[config.mk]
export PLATFORM = sky130hd
export DESIGN_NAME = lsu_mem_stage
export DESIGN_NICKNAME = d
export VERILOG_FILES = /design/src/rtl/lsu_mem_stage.sv
export SDC_FILE = /design/constraint.sdc
export NUM_CORES = 1
export LEC_CHECK = 0
export BUFFER_PORTS_ARGS = -buffer_cell sky130_fd_sc_hd__buf_4
export CORE_UTILIZATION = 50
export CTS_BUF_LIST = sky130_fd_sc_hd__clkbuf_4
export CTS_CLUSTER_DIAMETER = 150
export DETAILED_ROUTE_END_ITERATION = 7
export PLACE_DENSITY = 0.83
export SLEW_MARGIN = 20
export SYNTH_ARGS = -nofsm -noshare
export SYNTH_HDL_FRONTEND = slang
export SYNTH_SLANG_ARGS = --single-unit
[constraint.sdc]
create_clock -name clk -period 3.8 [get_ports clk]
set_clock_uncertainty 0.15 [all_clocks]
set_input_delay 0.38 -clock clk [delete_from_list [all_inputs] [get_ports clk]]
set_output_delay 0.38 -clock clk [all_outputs]
set_load 0.005 [all_outputs]
[src/rtl/lsu_mem_stage.sv]
`default_nettype none
// ============================================================================
//  Module      : lsu_mem_stage
//  Description : RV32I load/store unit for the MEM stage. Performs one access
//                per start against a word-wide memory over a req/ready
//                handshake. Optional watchdog enabled by LSU_TIMEOUT_EN.
//  Revision    : 1.0 - initial release
// ============================================================================
module lsu_mem_stage #(
    parameter int ADDR_W         = 32,
    parameter int TIMEOUT_CYCLES = 16
) (
    input  logic              clk,
    input  logic              rst,
    input  logic              start,
    input  logic              is_store,
    input  logic [2:0]        funct3,
    input  logic [ADDR_W-1:0] addr,
    input  logic [31:0]       store_data,
    output logic              busy,
    output logic              done,
    output logic              fault,
    output logic [31:0]       load_data,
    output logic              mem_req,
    output logic              mem_we,
    output logic [ADDR_W-1:0] mem_addr,
    output logic [3:0]        mem_wstrb,
    output logic [31:0]       mem_wdata,
    input  logic              mem_ready,
    input  logic [31:0]       mem_rdata
);

    localparam logic [2:0]        c_F3_B      = 3'b000;
    localparam logic [2:0]        c_F3_H      = 3'b001;
    localparam logic [2:0]        c_F3_W      = 3'b010;
    localparam logic [2:0]        c_F3_BU     = 3'b100;
    localparam logic [2:0]        c_F3_HU     = 3'b101;
    localparam logic [ADDR_W-1:0] c_WORD_MASK = ~ADDR_W'(3);

    typedef enum logic [1:0] {
        S_IDLE = 2'd0,
        S_REQ  = 2'd1,
        S_RESP = 2'd2
    } state_t;

    state_t            r_state;
    logic              r_done;
    logic              r_fault;
    logic [31:0]       r_load_data;
    logic              r_mem_req;
    logic              r_mem_we;
    logic [ADDR_W-1:0] r_mem_addr;
    logic [3:0]        r_mem_wstrb;
    logic [31:0]       r_mem_wdata;
    logic [2:0]        r_funct3;
    logic [1:0]        r_off;

    logic              w_illegal;
    logic              w_misaligned;
    logic              w_fault;
    logic [3:0]        w_wstrb;
    logic [31:0]       w_wdata;
    logic [7:0]        w_byte;
    logic [15:0]       w_half;
    logic [31:0]       w_load_ext;
    logic              w_timeout;

    // Request decode works on the live inputs; only the result is registered.
    always_comb begin
        w_illegal    = 1'b0;
        w_misaligned = 1'b0;
        w_wstrb      = 4'b0000;
        w_wdata      = store_data;

        if (is_store) begin
            w_illegal = (funct3 > c_F3_W);
        end else begin
            w_illegal = (funct3 == 3'b011) || (funct3 == 3'b110) || (funct3 == 3'b111);
        end

        case (funct3[1:0])
            2'b01:   w_misaligned = addr[0];
            2'b10:   w_misaligned = |addr[1:0];
            default: w_misaligned = 1'b0;
        endcase

        case (funct3[1:0])
            2'b00: begin
                w_wstrb = 4'b0001 << addr[1:0];
                w_wdata = {4{store_data[7:0]}};
            end
            2'b01: begin
                w_wstrb = 4'b0011 << addr[1:0];
                w_wdata = {2{store_data[15:0]}};
            end
            default: begin
                w_wstrb = 4'b1111;
                w_wdata = store_data;
            end
        endcase

        if (!is_store) begin
            w_wstrb = 4'b0000;
        end

        w_fault = w_illegal || w_misaligned;
    end

    // Lane selection and extension of the returned word.
    always_comb begin
        w_byte     = mem_rdata[{r_off, 3'b000} +: 8];
        w_half     = r_off[1] ? mem_rdata[31:16] : mem_rdata[15:0];
        w_load_ext = mem_rdata;
        case (r_funct3)
            c_F3_B:  w_load_ext = {{24{w_byte[7]}}, w_byte};
            c_F3_H:  w_load_ext = {{16{w_half[15]}}, w_half};
            c_F3_BU: w_load_ext = {24'h000000, w_byte};
            c_F3_HU: w_load_ext = {16'h0000, w_half};
            default: w_load_ext = mem_rdata;
        endcase
    end

`ifdef LSU_TIMEOUT_EN
    localparam int c_TMO_W = (TIMEOUT_CYCLES > 1) ? $clog2(TIMEOUT_CYCLES) : 1;

    logic [c_TMO_W-1:0] r_tmo_cnt;

    // The limit cycle is the last one that may still complete normally.
    assign w_timeout = (r_tmo_cnt == c_TMO_W'(TIMEOUT_CYCLES - 1)) && !mem_ready;
`else
    assign w_timeout = 1'b0;
`endif

    always_ff @(posedge clk or posedge rst) begin
        if (rst) begin
            r_state     <= S_IDLE;
            r_done      <= 1'b0;
            r_fault     <= 1'b0;
            r_load_data <= 32'h0;
            r_mem_req   <= 1'b0;
            r_mem_we    <= 1'b0;
            r_mem_addr  <= '0;
            r_mem_wstrb <= 4'b0000;
            r_mem_wdata <= 32'h0;
            r_funct3    <= 3'b000;
            r_off       <= 2'b00;
`ifdef LSU_TIMEOUT_EN
            r_tmo_cnt   <= '0;
`endif
        end else begin
            case (r_state)
                S_IDLE: begin
                    r_done <= 1'b0;
                    if (start) begin
                        r_funct3    <= funct3;
                        r_off       <= addr[1:0];
                        r_mem_addr  <= addr & c_WORD_MASK;
                        r_load_data <= 32'h0;
                        if (w_fault) begin
                            r_fault     <= 1'b1;
                            r_done      <= 1'b1;
                            r_mem_wstrb <= 4'b0000;
                            r_mem_wdata <= 32'h0;
                            r_state     <= S_RESP;
                        end else begin
                            r_fault     <= 1'b0;
                            r_mem_req   <= 1'b1;
                            r_mem_we    <= is_store;
                            r_mem_wstrb <= w_wstrb;
                            r_mem_wdata <= w_wdata;
                            r_state     <= S_REQ;
`ifdef LSU_TIMEOUT_EN
                            r_tmo_cnt   <= '0;
`endif
                        end
                    end
                end

                S_REQ: begin
                    if (mem_ready) begin
                        r_mem_req   <= 1'b0;
                        r_mem_we    <= 1'b0;
                        r_load_data <= r_mem_we ? 32'h0 : w_load_ext;
                        r_done      <= 1'b1;
                        r_state     <= S_RESP;
                    end else if (w_timeout) begin
                        r_mem_req   <= 1'b0;
                        r_mem_we    <= 1'b0;
                        r_fault     <= 1'b1;
                        r_load_data <= 32'h0;
                        r_done      <= 1'b1;
                        r_state     <= S_RESP;
                    end else begin
`ifdef LSU_TIMEOUT_EN
                        r_tmo_cnt   <= r_tmo_cnt + c_TMO_W'(1);
`endif
                    end
                end

                S_RESP: begin
                    r_done  <= 1'b0;
                    r_state <= S_IDLE;
                end

                default: begin
                    r_done    <= 1'b0;
                    r_mem_req <= 1'b0;
                    r_mem_we  <= 1'b0;
                    r_state   <= S_IDLE;
                end
            endcase
        end
    end

    assign busy      = (r_state != S_IDLE);
    assign done      = r_done;
    assign fault     = r_fault;
    assign load_data = r_load_data;
    assign mem_req   = r_mem_req;
    assign mem_we    = r_mem_we;
    assign mem_addr  = r_mem_addr;
    assign mem_wstrb = r_mem_wstrb;
    assign mem_wdata = r_mem_wdata;

endmodule

`default_nettype wire

==> impl_metrics.json <==
{
  "initial_utilization_pct": 51.92,
  "n_antenna_cell": 0,
  "vias_per_cell": 5.640,
  "hold_violations": 3,
  "final_core_util_pct": 72.32,
  "r2r_start": "r_state[1]",
  "startpoint": "funct3[1]",
  "ys_seq_area_share_pct": 53.50,
  "overflow": 0,
  "syn-instance-count": 524,
  "clkSinkCount": 109,
  "syn2layout_area_growth_pct": 39.29,
  "die_y_um": 103.0,
  "crit_path_start_kind": "primary input",
  "yosysTopAreaCell": "dfrtp_1",
  "layout_commonest_cell": "buf_4",
  "die_x_um": 103.0,
  "powerDensity_mw_per_mm2": 524.7,
  "rsz0062_at_grt": "false",
  "synth_edf_count": 0,
  "yosys_warnings": 0,
  "final_cell_count_no_fill": 874,
  "ioPinCount": 209,
  "num_vias": 4929,
  "p_leak_uw": 0.003623,
  "drc_errors": 0,
  "ant_nets": 0,
  "cts_root_buf": "clkbuf_4",
  "worst_slew_pin_slew_ns": 1.102,
  "ys_ff_latch": 109,
  "syn_area_mm2": 0.005099,
  "crit_fanout": 36,
  "cts.clk_slew.worst_paths_ns": 0.16,
  "drtPass1Iterations": 5,
  "crit_path_max_incr_delay_ns": 0.60,
  "crit_chain": "buf_4, inv_1, ha_1, o211a_1, a31oi_2, nand3_2, o31ai_1",
  "grt_pass1_vias": 4723,
  "cts_setup_buffers": 0,
  "row_count": 36,
  "clockBufferDepth": 2,
  "hpwl_um": 10590,
  "antenna_found_initial": 0,
  "drv_cap": 0,
  "routed_wl_um": 15250,
  "fin_nets": 845,
  "status": "complete, but fails checks",
  "synth_area_leaders": "dfrtp_1, nand2_1, o31ai_1, a221o_1, o21ai_0",
  "initialDrtViolationCount": 238,
  "layout-drive-gt1-share_pct": 31.85,
  "post-route-min-period_ns": 2.414,
  "wl_per_cell_um": 17.44,
  "end_kind": "register",
  "tritoncts": "yes",
  "drv_slew": 0,
  "violations": "negative hold slack",
  "cts_made_buffers": 9,
  "postSynthAreaPerCell_um2": 9.730,
  "synth-main-ff-cell": "dfrtp_1",
  "core_area_mm2": 0.009819,
  "synth_cell_type_count": 51,
  "die_area_mm2": 0.01060,
  "clk_latency_ns": 0.44,
  "worst-setup-path-type": "primary input to register",
  "gr-usage-all-layers_pct": 28.92,
  "htreeDepth": 3,
  "async_reset_ff_share_pct": 100.0,
  "tns_ns": 0,
  "io_buffers": 206,
  "relSlewSlack_pct": 26.34,
  "setup_violations": 0,
  "hp-class": "primary input to async pin",
  "peakVddDrop_uv": 259.8,
  "gp_congestion": 0.8870,
  "required_ns": 3.99,
  "cts_resized": 0,
  "whs_ns": -0.01047,
  "cp_slowest_cell": "nand3_2",
  "dp.cells": 826,
  "synth_top_cell_area_share_pct": 53.50,
  "fillers": 718,
  "fmax_mhz": 414.2,
  "grt_max_degree": 81,
  "layout_common_cells": "buf_4, nand2_1, dfrtp_1",
  "post-route-period-util_pct": 63.53,
  "cp.arrival_ns": 2.60,
  "grt_pass1_wl_um": 23180
}
==> worst max-delay path, delay by kind of cell <==
kind	cells	cell delay, ns
buf+inv	2	0.23
simple gates	1	0.60
fa+ha+maj	1	0.37
compound gates	3	1.00
==> synthesized netlist by cell type, types with 3 or more instances <==
| master | count |
|---|---|
| a31oi_1 | 4 |
| dfrtp_1 | 109 |
| nor2_1 | 6 |
| mux2i_1 | 9 |
| o22ai_1 | 9 |
| buf_2 | 15 |
| o221ai_1 | 6 |
| a32o_1 | 9 |
| clkbuf_1 | 19 |
| a221o_1 | 17 |
| a22oi_1 | 9 |
| nand2b_1 | 13 |
| nand2_1 | 161 |
| o31ai_1 | 24 |
| nor2b_1 | 4 |
| o21ai_0 | 23 |
| and3_1 | 6 |
| a21oi_1 | 20 |
| a22o_1 | 10 |
| ha_1 | 5 |
| inv_1 | 7 |
| nand3b_1 | 3 |
==> logic make-up (layout without fill, tap and decap cells) <==
group	count (synthesis)	after routing	share of synthesized area (%)
mux	12	12	2.577
fa+ha+maj	5	5	1.227
buf+inv	48	264	4.393
compound gates	144	144	20.96
other cells	1	2	0.07355
simple gates	205	205	17.28
flops	109	109	53.50
==> state kept, by name, summed over array words and instances, names as in the netlist <==
name	count
mem_req	1
mem_we	1
r_state	2
mem_wdata	32
load_data	32
fault	1
r_off	2
r_funct3	3
done	1
mem_addr	30
mem_wstrb	4
==> timing repair <==
action,in CTS,in global routing
endpoints found under the hold margin,31,1
hold buffers,31,1
setup endpoints to repair,0,0
==> through the flow <==
stage               power (uW)  worst slack, ns  cell area [um2]
floorplan                 2390           0.3961             5102
global placement          3090            1.069             6653
detailed placement        3142           0.9119             6653
CTS                       3723            1.411             7092
global route              3973            1.224             7102
finish                    3727            1.386             7102
==> where the power goes <==
| group | leakage (uW) | switching, uW | total [uW] | internal (uW) |
|---|---|---|---|---|
| registers | 0.00142 | 266 | 1740 | 1480 |
| clock network | 0.0000689 | 363 | 565 | 202 |
| logic | 0.00213 | 673 | 1420 | 746 |
| total | 0.00362 | 1300 | 3730 | 2420 |
==> layout make-up <==
cell class	count	area (um2)	share of cell area [%]
inverters	7	28.78	0.4052
well taps	133	166.4	2.343
repair buffers	241	1889	26.60
multi-input cells	368	2161	30.43
clock inverters	6	53.80	0.7576
clock buffers	10	75.07	1.057
flip-flops and latches	109	2728	38.41
==> path summary, 6_finish.rpt <==
check | endpoint | slack (ns) | cells past startpoint
min | mem_addr[11] | -0.01 | 2
max reg2reg | mem_wdata[3] | 1.52 | 4
max | mem_wdata[18] | 1.39 | 7
min reg2reg | mem_addr[9] | 0.34 | 2
max in group asynchronous | mem_wdata[1] | 2.71 | 3
min in group clk | load_data[31] | 0.02 | 2
==> layer usage <==
layer  GRT usage (%)  up-vias  routed length (um)
li1                -     2274                   -
met3           7.593       42                1219
met1           36.30     2370                6063
met4           12.46        0                 448
met5               0        -                   0
met2           47.38      243                7515
Power figures use the tool's default switching activity.
